==> config.mk <==
export PLATFORM = sky130hd
export DESIGN_NAME = mem_arbiter
export DESIGN_NICKNAME = d
export VERILOG_FILES = /design/src/rtl/mem_arbiter.sv
export SDC_FILE = /design/constraint.sdc
export NUM_CORES = 1
export LEC_CHECK = 0
export ABC_AREA = 0
export BUFFER_PORTS_ARGS = -buffer_cell sky130_fd_sc_hd__buf_2
export CORE_ASPECT_RATIO = 0.7
export CORE_MARGIN = 4
export CORE_UTILIZATION = 30
export CTS_BUF_LIST = sky130_fd_sc_hd__clkbuf_8
export DETAILED_ROUTE_END_ITERATION = 6
export PLACE_DENSITY = 0.63
export SYNTH_ARGS = -nofsm -noshare
export SYNTH_HDL_FRONTEND = slang
export SYNTH_SLANG_ARGS = --single-unit
==> constraint.sdc <==
create_clock -name clk -period 2.4 [get_ports clk]
set_clock_uncertainty 0.05 [all_clocks]
set_input_delay 0.36 -clock clk [delete_from_list [all_inputs] [get_ports clk]]
set_output_delay 0.36 -clock clk [all_outputs]
set_load 0.01 [all_outputs]
==> src/rtl/mem_arbiter.sv <==
// Two-port round-robin arbiter in front of a single-ported word memory.
// Handles byte/half stores via read-modify-write and flags misaligned or illegal accesses.
module mem_arbiter #(
  parameter int ADDRESS_WIDTH = 32,
  parameter int DATA_WIDTH    = 32
) (
  input  logic                     clk,
  input  logic                     rst,
  input  logic                     p0_req,
  input  logic                     p0_we,
  input  logic [1:0]               p0_size,
  input  logic [ADDRESS_WIDTH-1:0] p0_addr,
  input  logic [DATA_WIDTH-1:0]    p0_wdata,
  output logic                     p0_gnt,
  output logic                     p0_done,
  output logic                     p0_err,
  output logic [DATA_WIDTH-1:0]    p0_rdata,
  input  logic                     p1_req,
  input  logic                     p1_we,
  input  logic [1:0]               p1_size,
  input  logic [ADDRESS_WIDTH-1:0] p1_addr,
  input  logic [DATA_WIDTH-1:0]    p1_wdata,
  output logic                     p1_gnt,
  output logic                     p1_done,
  output logic                     p1_err,
  output logic [DATA_WIDTH-1:0]    p1_rdata,
  output logic                     mem_we,
  output logic [ADDRESS_WIDTH-1:0] mem_addr,
  output logic [DATA_WIDTH-1:0]    mem_wdata,
  input  logic [DATA_WIDTH-1:0]    mem_rdata
);

  typedef enum logic [2:0] {IDLE, RD, WR, RMW_RD, RMW_WR, DONE} state_t;

  state_t                   state_q, state_d;
  logic                     owner_q, last_q, we_q, err_q;
  logic [1:0]               size_q;
  logic [ADDRESS_WIDTH-1:0] addr_q;
  logic [DATA_WIDTH-1:0]    wdata_q, cap_q, rdata0_q, rdata1_q, merged;

  logic                     acc, sel, s_we, s_err;
  logic [1:0]               s_size;
  logic [ADDRESS_WIDTH-1:0] s_addr;
  logic [DATA_WIDTH-1:0]    s_wdata;

  // last_q holds the port granted most recently; reset value 1 favours p0
  always_comb begin
    acc     = (state_q == IDLE) && !rst && (p0_req || p1_req);
    sel     = p1_req && (!p0_req || !last_q);
    s_we    = sel ? p1_we    : p0_we;
    s_size  = sel ? p1_size  : p0_size;
    s_addr  = sel ? p1_addr  : p0_addr;
    s_wdata = sel ? p1_wdata : p0_wdata;
    s_err   = (s_size == 2'b11) ||
              (s_size == 2'b01 && s_addr[0]) ||
              (s_size == 2'b10 && s_addr[1:0] != 2'b00);
  end

  always_comb begin
    merged = cap_q;
    if (size_q == 2'b00) begin
      case (addr_q[1:0])
        2'd0: merged[7:0]   = wdata_q[7:0];
        2'd1: merged[15:8]  = wdata_q[7:0];
        2'd2: merged[23:16] = wdata_q[7:0];
        default: merged[31:24] = wdata_q[7:0];
      endcase
    end else if (addr_q[1]) begin
      merged[31:16] = wdata_q[15:0];
    end else begin
      merged[15:0] = wdata_q[15:0];
    end
  end

  always_comb begin
    state_d   = state_q;
    mem_we    = 1'b0;
    mem_addr  = '0;
    mem_wdata = '0;
    p0_done   = 1'b0;
    p1_done   = 1'b0;
    p0_err    = 1'b0;
    p1_err    = 1'b0;
    case (state_q)
      IDLE: if (acc) begin
        if (s_err)                state_d = DONE;
        else if (!s_we)           state_d = RD;
        else if (s_size == 2'b10) state_d = WR;
        else                      state_d = RMW_RD;
      end
      RD: begin
        mem_addr = addr_q;
        state_d  = DONE;
      end
      WR: begin
        mem_addr  = addr_q;
        mem_wdata = wdata_q;
        mem_we    = !rst;
        state_d   = DONE;
      end
      RMW_RD: begin
        mem_addr = addr_q;
        state_d  = RMW_WR;
      end
      RMW_WR: begin
        mem_addr  = addr_q;
        mem_wdata = merged;
        mem_we    = !rst;
        state_d   = DONE;
      end
      DONE: begin
        p0_done = !rst && !owner_q;
        p1_done = !rst && owner_q;
        p0_err  = p0_done && err_q;
        p1_err  = p1_done && err_q;
        state_d = IDLE;
      end
      default: state_d = IDLE;
    endcase
  end

  assign p0_gnt   = acc && !sel;
  assign p1_gnt   = acc && sel;
  assign p0_rdata = rdata0_q;
  assign p1_rdata = rdata1_q;

  always_ff @(posedge clk) begin
    if (rst) begin
      state_q  <= IDLE;
      last_q   <= 1'b1;
      owner_q  <= 1'b0;
      we_q     <= 1'b0;
      err_q    <= 1'b0;
      size_q   <= '0;
      addr_q   <= '0;
      wdata_q  <= '0;
      cap_q    <= '0;
      rdata0_q <= '0;
      rdata1_q <= '0;
    end else begin
      state_q <= state_d;
      if (acc) begin
        owner_q <= sel;
        last_q  <= sel;
        we_q    <= s_we;
        err_q   <= s_err;
        size_q  <= s_size;
        addr_q  <= s_addr;
        wdata_q <= s_wdata;
      end
      if (state_q == RD) begin
        if (owner_q) rdata1_q <= mem_rdata;
        else         rdata0_q <= mem_rdata;
      end
      if (state_q == RMW_RD) cap_q <= mem_rdata;
    end
  end

endmodule

==> metrics.md <==
| Metric | Value |
|---|---|
| Outcome | finished clean |
| Synth Flop Type | dfxtp_1 |
| Power density over cell area | 676 mW/mm^2 |
| DRC | 0 |
| Req. time, crit path | 1.99 ns |
| Critical path's slowest cell | dfxtp_4 |
| Routed vias/inst | 4.88 |
| R2r startpoint | state_q[0]$_SDFFE_PP0P_ |
| Met1 usage | 26.7% |
| Finish-stage setup viols | 0 |
| CTS sink cnt | 168 |
| Met3 Usage GRT | 5.96% |
| Synth-to-Final Area Change | 28.8% |
| Critical Path End Type | output port |
| Number of port buffers | 304 |
| Post-Syn Area | 0.00764 sq mm |
| EDFF count, synth | 0 |
| Post-synth net total | 1,099 |
| R2R setup slack | 0.53 ns |
| Chip Height | 141 um |
| Reg2reg path depth | 4 |
| Peak Freq | 425 MHz |
| H-tree depth | 4 |
| DR iter-0 viols | 370 |
| Worst path bufs/invs | 2 |
| Async SR Flop Fraction | 0% |
| Final hold vios | 0 |
| CTS tree | yes |
| Total Nets Final | 1,373 |
| Mapped Cells | 929 |
| RSZ-0062 raised after global routing | yes |
| Root buffer cell | clkbuf_8 |
| Initial antenna violation count | 2 |
| Hold EP | owner_q$_SDFFE_PP0P_ |
| Yosys top cell area share | 44.0% |
| Synth area leaders | dfxtp_1 44%, nand2_1 11%, mux2i_1 9.7% |
| GR Overflow Total | 0 |
| Distinct cells, synth | 40 |
| Max clock buf depth | 2 |
| I/O pin count | 305 |
| Crit-path max cell delay | 0.39 ns |
| Core area | 0.0249 sq mm |
| Post-DP HPWL | 21,600 um |
| Cells on Worst Hold Path | 2 |
| Setup CP Type | register to output port |
| Final Cell Area | 0.00984 sq mm |
| CTS Buf Count | 17 |
| ANT nets after route | 0 |
| Register area share after synthesis | 44.0% |
| First-pass iteration count of the detailed router | 4 |
| Avg WL per Cell | 18.2 um |
| Leak pwr | 0.00425 uW |
| Synth Register Bits | 168 |
| Max Cap Viol | 0 |
| First-pass GRT wire length | 41,600 um |
| Total track usage | 19.2% |
| Placed instance area | 0.00940 sq mm |
| Fin crit period | 2.35 ns |
| # fillers | 2,629 |
| Most frequent cells in the layout | 303 x buf_2, 214 x nand2_1, 164 x dfxtp_1 |
| Clock transition at the registers of the reported paths | 0.09 ns |
| Die width | 199 um |
| Fin util | 39.6% |
| Crit path DAT | 1.94 ns |
| Most common cell after layout, fill and taps aside | buf_2 |
| Skew-Pair Late Insertion Delay | 0.46 ns |
| Crit share post-route | 97.9% |
| Die area | 0.0281 sq mm |
| CP Launch Type | register |
| Pin count of the biggest net entering global routing | 91 |
| Hold Path Class | input pin to register |
| Hold_sp | rst |
| Yosys warns | 0 |
| Slew headroom | 49.0% |
| GRT busiest layer | met2 |
| Final Max Tran Viols | 0 |
| Row count | 48 |
| Tightest Pin Transition | 0.764 ns |
| Worst-path maximum fanout | 8 |
| Vias in the first global route | 7,076 |
| GR Util met2 | 29.7% |
| Share of cells above drive strength 1 | 32.3% |
| Worst VDD drop | 0.344 mV |
| R2R Path End | p1_rdata[5]$_SDFFE_PP0P_ |
| Via count | 7,511 |
| Critical path, cell by cell | or2_4 > buf_12 > o211ai_1 > a32o_1 > buf_2 |
| Post-Route WL | 28,100 um |
| Largest area contributor in the netlist | dfxtp_1 |
| Top delay family on crit path | compound AO/OA/AOI/OAI gates |
| GPL Wtd Cong | 0.914 |
| Initial Util | 30.7% |
| Avg Synthesized Cell Area | 8.22 sq um |
## Yosys cell counts, types with 6 or more instances
library cell / number
o21ai_1: 7
a211oi_2: 6
a32o_1: 10
a21oi_1: 104
nor2_1: 78
buf_6: 7
dfxtp_1: 168
buf_4: 7
nor2b_1: 7
o21ai_0: 24
a211oi_1: 62
clkbuf_1: 39
o22ai_1: 7
mux2i_1: 74
buf_2: 19
nand2_1: 214
and2_1: 34
nand2b_1: 9
a22o_1: 8
o211ai_1: 6
nor3_1: 10
## sequential cells by signal, summed over array words and instances (netlist names), 2 cells and up
signal,cells
size_q,2
addr_q,32
cap_q,32
p0_rdata,32
wdata_q,32
state_q,3
p1_rdata,32
## cell type report
cell class / count / area [sq um] / area share, %
Inverter: 1 / 3.75 / 0.0381
Sequential cell: 168 / 3370 / 34.3
Antenna cell: 1 / 2.50 / 0.0254
Clock inverter: 11 / 65.1 / 0.661
Multi-Input combinational cell: 686 / 3970 / 40.4
Tap cell: 325 / 407 / 4.13
Clock buffer: 18 / 248 / 2.52
Timing Repair Buffer: 329 / 1770 / 18.0
## where the power goes
group          leakage [uW]  internal, uW  switching, uW
Combinational       0.00271           684            976
Sequential          0.00137          3020            190
Clock              0.000162           708           1070
Total               0.00425          4410           2240
## stage by stage
| step | setup WS (ns) | TNS [ns] | total power [uW] | hold WS [ns] | instances |
|---|---|---|---|---|---|
| final | 0.0495 | 0 | 6650 | 0.0804 | 1539 |
| after global routing | -0.0543 | -0.483 | 7030 | 0.0495 | 1538 |
| after CTS | -0.00571 | -0.0145 | 6690 | 0.0439 | 1536 |
| after detailed placement | 0.284 | 0 | 4860 | 0.393 | 1505 |
| after global placement | 0.330 | 0 | 4820 | 0.389 | 1505 |
| after floorplan | 0.527 | 0 | 4240 | 0.381 | 929 |
## cells by family (layout without fill, tap and decap cells)
kind of cell | count (synthesis) | count (layout) | share of synthesized area (%)
AO/OA/AOI/OAI | 243 | 243 | 20.4
other | 0 | 1 | 0
AND/OR/NAND/NOR | 368 | 369 | 20.8
flip-flops | 168 | 168 | 44.0
multiplexers | 74 | 74 | 9.70
buffers and inverters | 76 | 359 | 5.08
## metal layers
layer	vias up	wire length, um	share of wire [%]
li1	3745	-	-
met1	3456	13100	47
met2	286	12400	44
met3	20	2330	8.3
met4	4	218	0.78
met5	-	27	0.096
## repair_timing
| item | CTS | global route |
|---|---|---|
| gates cloned | 0 | 1 |
| setup buffers | 2 | 1 |
| gates resized for setup | 12 | 17 |
| hold buffers | 0 | 0 |
| endpoints found under the setup margin | 37 | 34 |
| hold endpoints to repair | 0 | 0 |
| pin swaps | 2 | 13 |
## how the worst max path moves through the flow
stage                                  from       endpoint  cells after the start
global route         size_q[1]$_SDFFE_PP0P_  mem_wdata[26]                      5
floorplan           state_q[2]$_SDFFE_PP0P_         p1_gnt                      4
finish               size_q[1]$_SDFFE_PP0P_  mem_wdata[30]                      5
global placement     size_q[1]$_SDFFE_PP0P_  mem_wdata[20]                      5
detailed placement   size_q[1]$_SDFFE_PP0P_  mem_wdata[26]                      5
CTS                  size_q[0]$_SDFFE_PP0P_  mem_wdata[26]                      5
Power figures use the tool's default switching activity.
